[src/rtl/ex_fwd_hazard_unit.sv]
// ex_fwd_hazard_unit
//   Shadows the ID/EX, EX/MEM and MEM/WB pipeline registers with a small
//   record pipeline. From these records it produces the EX-stage operand
//   forwarding selects. It also detects load-use hazards against the
//   instruction currently in ID.
//
//   Optional feature macro: LOAD_USE_STALL_EN
//     defined   - load-use detection drives stall_ID / bubble_EX
//     undefined - stall_ID / bubble_EX tied low (software fills the delay
//                 slot); a MEM-stage load still forwards with select 10
//
//   Ports
//     clk, rst          pipeline clock, synchronous active-high reset
//     hold              global freeze, no record advances
//     flush_ID          instruction in ID is killed
//     rs_ID, rt_ID      ID source registers, qualified by useRs_ID / useRt_ID
//     rw_ID             ID destination, qualified by RegWr_ID
//     MemtoReg_ID       ID instruction is a load
//     BusAFw, BusBFw    operand selects: 00 regfile, 01 WB data, 10 ALUout_M
//     stall_ID          hold PC and IF/ID this cycle
//     bubble_EX         ID/EX loads a NOP on the next edge
module ex_fwd_hazard_unit #(
    parameter int REG_ADDR_W = 5
) (
    input  logic                  clk,
    input  logic                  rst,
    input  logic                  hold,
    input  logic                  flush_ID,
    input  logic [REG_ADDR_W-1:0] rs_ID,
    input  logic [REG_ADDR_W-1:0] rt_ID,
    input  logic                  useRs_ID,
    input  logic                  useRt_ID,
    input  logic [REG_ADDR_W-1:0] rw_ID,
    input  logic                  RegWr_ID,
    input  logic                  MemtoReg_ID,
    output logic [1:0]            BusAFw,
    output logic [1:0]            BusBFw,
    output logic                  stall_ID,
    output logic                  bubble_EX
);

    logic [REG_ADDR_W-1:0] r_ex_rs;
    logic [REG_ADDR_W-1:0] r_ex_rt;
    logic [REG_ADDR_W-1:0] r_ex_rw;
    logic                  r_ex_regwr;
    logic                  r_ex_load;
    logic [REG_ADDR_W-1:0] r_mem_rw;
    logic                  r_mem_regwr;
    logic                  r_mem_load;
    logic [REG_ADDR_W-1:0] r_wb_rw;
    logic                  r_wb_regwr;

    logic                  w_hazard;
    logic                  w_mem_fwd_ok;
    logic                  w_wb_fwd_ok;
    logic                  w_ex_kill;

    // The instruction leaving ID is replaced by a bubble when it is killed
    // or when it must wait one cycle behind a load.
    assign w_ex_kill = bubble_EX | flush_ID;

    always_ff @(posedge clk) begin
        if (rst) begin
            r_ex_rs     <= '0;
            r_ex_rt     <= '0;
            r_ex_rw     <= '0;
            r_ex_regwr  <= 1'b0;
            r_ex_load   <= 1'b0;
            r_mem_rw    <= '0;
            r_mem_regwr <= 1'b0;
            r_mem_load  <= 1'b0;
            r_wb_rw     <= '0;
            r_wb_regwr  <= 1'b0;
        end else if (!hold) begin
            r_wb_rw     <= r_mem_rw;
            r_wb_regwr  <= r_mem_regwr;
            r_mem_rw    <= r_ex_rw;
            r_mem_regwr <= r_ex_regwr;
            r_mem_load  <= r_ex_load;
            if (w_ex_kill) begin
                r_ex_rs    <= '0;
                r_ex_rt    <= '0;
                r_ex_rw    <= '0;
                r_ex_regwr <= 1'b0;
                r_ex_load  <= 1'b0;
            end else begin
                r_ex_rs    <= rs_ID;
                r_ex_rt    <= rt_ID;
                r_ex_rw    <= rw_ID;
                r_ex_regwr <= RegWr_ID;
                r_ex_load  <= MemtoReg_ID;
            end
        end
    end

`ifdef LOAD_USE_STALL_EN
    // With the stall in place a load can never sit in MEM with a dependent
    // in EX; masking it keeps the ALUout_M select from ever carrying a
    // load address.
    assign w_mem_fwd_ok = r_mem_regwr & ~r_mem_load & (r_mem_rw != '0);

    assign w_hazard = r_ex_load & r_ex_regwr & (r_ex_rw != '0) &
                      ((useRs_ID & (rs_ID == r_ex_rw)) |
                       (useRt_ID & (rt_ID == r_ex_rw)));

    assign stall_ID  = w_hazard & ~flush_ID;
    assign bubble_EX = w_hazard & ~flush_ID;
`else
    logic w_unused_cfg;

    assign w_mem_fwd_ok = r_mem_regwr & (r_mem_rw != '0);
    assign w_hazard     = 1'b0;
    assign stall_ID     = 1'b0;
    assign bubble_EX    = 1'b0;
    assign w_unused_cfg = ^{useRs_ID, useRt_ID, r_mem_load, w_hazard};
`endif

    assign w_wb_fwd_ok = r_wb_regwr & (r_wb_rw != '0);

    // Selects depend on records only; MEM is the newer producer and wins.
    always_comb begin
        BusAFw = 2'b00;
        BusBFw = 2'b00;
        if (w_mem_fwd_ok && (r_mem_rw == r_ex_rs)) begin
            BusAFw = 2'b10;
        end else if (w_wb_fwd_ok && (r_wb_rw == r_ex_rs)) begin
            BusAFw = 2'b01;
        end
        if (w_mem_fwd_ok && (r_mem_rw == r_ex_rt)) begin
            BusBFw = 2'b10;
        end else if (w_wb_fwd_ok && (r_wb_rw == r_ex_rt)) begin
            BusBFw = 2'b01;
        end
    end

endmodule

[config.mk]
export PLATFORM = sky130hd
export DESIGN_NAME = ex_fwd_hazard_unit
export DESIGN_NICKNAME = d
export VERILOG_FILES = /design/src/rtl/ex_fwd_hazard_unit.sv
export SDC_FILE = /design/constraint.sdc
export NUM_CORES = 1
export LEC_CHECK = 0
export ABC_AREA = 1
export BUFFER_PORTS_ARGS = -buffer_cell sky130_fd_sc_hd__buf_2
export CELL_PAD_IN_SITES_DETAIL_PLACEMENT = 1
export CELL_PAD_IN_SITES_GLOBAL_PLACEMENT = 1
export CORE_MARGIN = 2
export CORE_UTILIZATION = 35
export CTS_BUF_LIST = sky130_fd_sc_hd__clkbuf_16
export DETAILED_ROUTE_END_ITERATION = 8
export GPL_TIMING_DRIVEN = 0
export PLACE_DENSITY_LB_ADDON = 0.1
export SLEW_MARGIN = 10
export SYNTH_ARGS = -nofsm -noshare
export SYNTH_HDL_FRONTEND = slang
export SYNTH_SLANG_ARGS = --single-unit
[constraint.sdc]
create_clock -name clk -period 0.95 [get_ports clk]
set_clock_uncertainty 0.1 [all_clocks]
set_input_delay 0.1425 -clock clk [delete_from_list [all_inputs] [get_ports clk]]
set_output_delay 0.1425 -clock clk [all_outputs]
set_load 0.02 [all_outputs]
==> flow_summary.toml <==
[die]
start_util_pct = 36.2
core_area_mm2 = 0.00397
top_level_port_count = 29
die_width_um = 68.1
die_height_um = 68.1
placement_rows = 23
design.die.area_mm2 = 0.00464

[grt]
initial_antenna_violation_count = 0
overflow = 0
first_global_vias = 1384
grt_util_all_layers_pct = 18.7
grt_start_max_net_pins = 16
grt_first_pass_wirelength_um = 6330

[critical_path]
cp-start-kind = "flop"
arrival_ns = 1.40
cells_along_the_critical_path = "inv_2 > nand2_1 > nand2_2 > nor2_4 > nand3_2 > nor2_4 > nor2_4 > buf_6"
cpPeakStageDelay_ns = 0.37
endpoint_kind = "output pin"
timing.setup.critical_path_class = "reg2out"
r2r_slack_ns = 0.04
cp.required_ns = 0.71
path_common_cell = "sky130_fd_sc_hd__nor2_4"
library_cell_contributing_the_largest_single_delay_on_the_critical_path = "sky130_fd_sc_hd__dfxtp_4"
cp_max_fo = 4

[clocking]
insertion_delay_ns = 0.26
clock-root-buffer = "sky130_fd_sc_hd__clkbuf_16"
htree_num_levels = 1
cts_buffer_depth = 2
cts_hold_buffers = 0
cts-buffers-inserted = 3
cts_tree = "done"
clock_sinks = 28
clock_transition_time_at_the_flip_flop_clock_pins_of_the_worst_setup_and_hold_paths_ns = 0.07

[drt]
via_per_inst = 4.79
detail-route-antenna-nets = 0
vias = 1321
detail_route.wl_per_cell_um = 14.0
detailedRoute.firstIterationViolations = 24
firstDrtPassIters = 4
detail_route.drc_violations = 0
finalWirelength_um = 3870

[placed_design]
finalWeightedCongestion = 0.841
io_buffers = 21
detailed_place_hpwl_um = 2940
placed_cell_area_mm2 = 0.00165

[finish]
syn_to_final_growth_pct = 31.1
final_core_utilization_pct = 47.4
finalInstanceArea_mm2 = 0.00188
num_antenna_cells = 0
num-nets-final = 250
drive_gt1_share_pct = 46.0

[logic_synthesis]
synth_seq_area_share_pct = 39.0
synthesis.instances = 197
ys_types = 21
syn_warnings = 0
synth_top_cells_by_area = "sky130_fd_sc_hd__dfxtp_1 39%, sky130_fd_sc_hd__nand2_1 16%, sky130_fd_sc_hd__a21oi_2 6.1%, sky130_fd_sc_hd__nor2_1 5.7%, sky130_fd_sc_hd__a211oi_1 5.2%"
yosys.area.top_type = "sky130_fd_sc_hd__dfxtp_1"
synth.top_cell.area_share_pct = 39.0
synth_seq_cells = 28
postSynthAreaPerCell_um2 = 7.30
synthesis.area_mm2 = 0.00144

[power_and_ir_drop]
power.leakage_nw = 0.763
worst_ir_drop_vdd_mv = 0.623
p_int_mw = 1.98
clock_power_share_pct = 35.8
power_switching_mw = 0.732
power_mw = 2.71
p_seq_share_pct = 47.2
switching_share_pct = 27.0
areal_power_density_over_the_cells_mw_per_mm2 = 1440
power.combinational.fraction_pct = 17.0

[sta]
rsz0062_at_grt = "true"
finalHoldViolations = 0
period_share_pct = 173
setup_slack_ns = -0.693
achievable-frequency_ghz = 0.609
timing_max_transition_violations_final = 0
timing.final.crit_period_ns = 1.64
setup_viol_count_final = 4

[run_status]
result_of_the_run = "finished with violations"
violations = "negative setup slack"

[job]
max_cap_viol_count = 0

[worst_hold_path]
hold_path_class = "in2reg"
## critical path: cells and delay by family, from the launching register on
kind	cells	cell delay (ns)
buffers and inverters	2	0.16
DFF	1	0.37
and+or+nand+nor	6	0.60
## metrics by stage
| stage | setup TNS [ns] | hold WS [ns] | setup WS (ns) | instances |
|---|---|---|---|---|
| floorplan | -0.822 | 0.171 | -0.244 | 198 |
| global placement | -1.72 | 0.284 | -0.425 | 269 |
| detailed placement | -2.01 | 0.294 | -0.464 | 269 |
| CTS | -2.62 | 0.0144 | -0.671 | 275 |
| global route | -2.87 | 0.0255 | -0.761 | 276 |
| finish | -2.63 | 0.0158 | -0.693 | 276 |
## final timing paths
path | start | end | cells past startpoint
max | r_ex_rs[0] | BusAFw[0] | 8
min | rs_ID[0] | r_ex_rs[0] | 3
max reg2reg | r_mem_rw[1] | r_mem_rw[1] | 3
min reg2reg | r_ex_rw[1] | r_ex_rw[1] | 2
## logic make-up after synthesis
kind of cell	after synthesis	synth area share (%)
buffers and inverters	27	10.1
XOR/XNOR	9	5.48
flip-flops	28	39.0
AO/OA/AOI/OAI	29	14.4
other	1	0.261
AND/OR/NAND/NOR	103	30.7
## synth_stat cells
cell type and n:
sky130_fd_sc_hd__nand2_1 62, sky130_fd_sc_hd__dfxtp_1 28, sky130_fd_sc_hd__nor2_1 22, sky130_fd_sc_hd__inv_1 12
sky130_fd_sc_hd__a211oi_1 10, sky130_fd_sc_hd__a21oi_2 10, sky130_fd_sc_hd__nand2_2 10, sky130_fd_sc_hd__a21oi_1 8
sky130_fd_sc_hd__inv_2 5, sky130_fd_sc_hd__nand3_1 5, sky130_fd_sc_hd__xnor2_1 5, sky130_fd_sc_hd__buf_2 4
sky130_fd_sc_hd__buf_4 4, sky130_fd_sc_hd__xor2_1 4, sky130_fd_sc_hd__nor2_2 2, sky130_fd_sc_hd__buf_12 1
sky130_fd_sc_hd__buf_6 1, sky130_fd_sc_hd__conb_1 1, sky130_fd_sc_hd__nand4_1 1, sky130_fd_sc_hd__nor2_8 1
sky130_fd_sc_hd__o21ai_1 1
## cells in the final DEF, fill, tap and decap left out, types with 3 or more instances in the layout
cell / Yosys / layout
sky130_fd_sc_hd__buf_4: 4 / 6
sky130_fd_sc_hd__a21oi_2: 10 / 10
sky130_fd_sc_hd__dfxtp_4: 0 / 8
sky130_fd_sc_hd__dfxtp_2: 0 / 7
sky130_fd_sc_hd__nand2_1: 62 / 54
sky130_fd_sc_hd__dfxtp_1: 28 / 13
sky130_fd_sc_hd__nand3_2: 0 / 3
sky130_fd_sc_hd__clkbuf_16: 0 / 3
sky130_fd_sc_hd__buf_2: 4 / 21
sky130_fd_sc_hd__a211oi_1: 10 / 8
sky130_fd_sc_hd__xnor2_1: 5 / 5
sky130_fd_sc_hd__nor2_1: 22 / 15
sky130_fd_sc_hd__inv_4: 0 / 3
sky130_fd_sc_hd__xor2_1: 4 / 4
sky130_fd_sc_hd__a21oi_1: 8 / 8
sky130_fd_sc_hd__nor2_2: 2 / 4
sky130_fd_sc_hd__inv_2: 5 / 5
sky130_fd_sc_hd__nor2_4: 0 / 5
sky130_fd_sc_hd__buf_6: 1 / 6
sky130_fd_sc_hd__inv_1: 12 / 9
sky130_fd_sc_hd__nand2_2: 10 / 18
## layout make-up
class                      instances  area, um^2
fill                             512        2090
buffer                            10        81.3
timing repair buffer              24         156
sequential                        28         599
tap                               50        62.6
clock inverter                     1        3.75
clock buffer                       3        75.1
multi-input combinational        143         835
inverter                          17        71.3
## registers in the layout, summed over array words and instances, names as in the netlist
name and flops:
r_wb_rw 5, r_ex_rw 5, r_ex_regwr 1, r_wb_regwr 1, r_mem_rw 5, r_ex_rs 5, r_ex_rt 5, r_mem_regwr 1
## layer usage
layer  global-route usage [%]  part of all wire [%]
met1                     21.0                    42
met2                     36.0                    54
met3                     2.96                   2.9
met4                     4.50                  0.80
met5                        0                     0
## power groups by stage
stage,Combinational [mW],Sequential [mW],Clock [mW]
finish,0.461,1.28,0.969
global route,0.515,1.29,1.04
CTS,0.414,1.29,0.989
detailed placement,0.399,1.31,0
global placement,0.383,1.31,0
floorplan,0.287,1.30,0
## timing repair
action | in CTS | in global routing
buffers inserted | 2 | 2
setup endpoints to repair | 4 | 5
pin swaps | 9 | 15
gates resized for setup | 14 | 31
gates cloned | 0 | 0
Power figures use the tool's default switching activity.
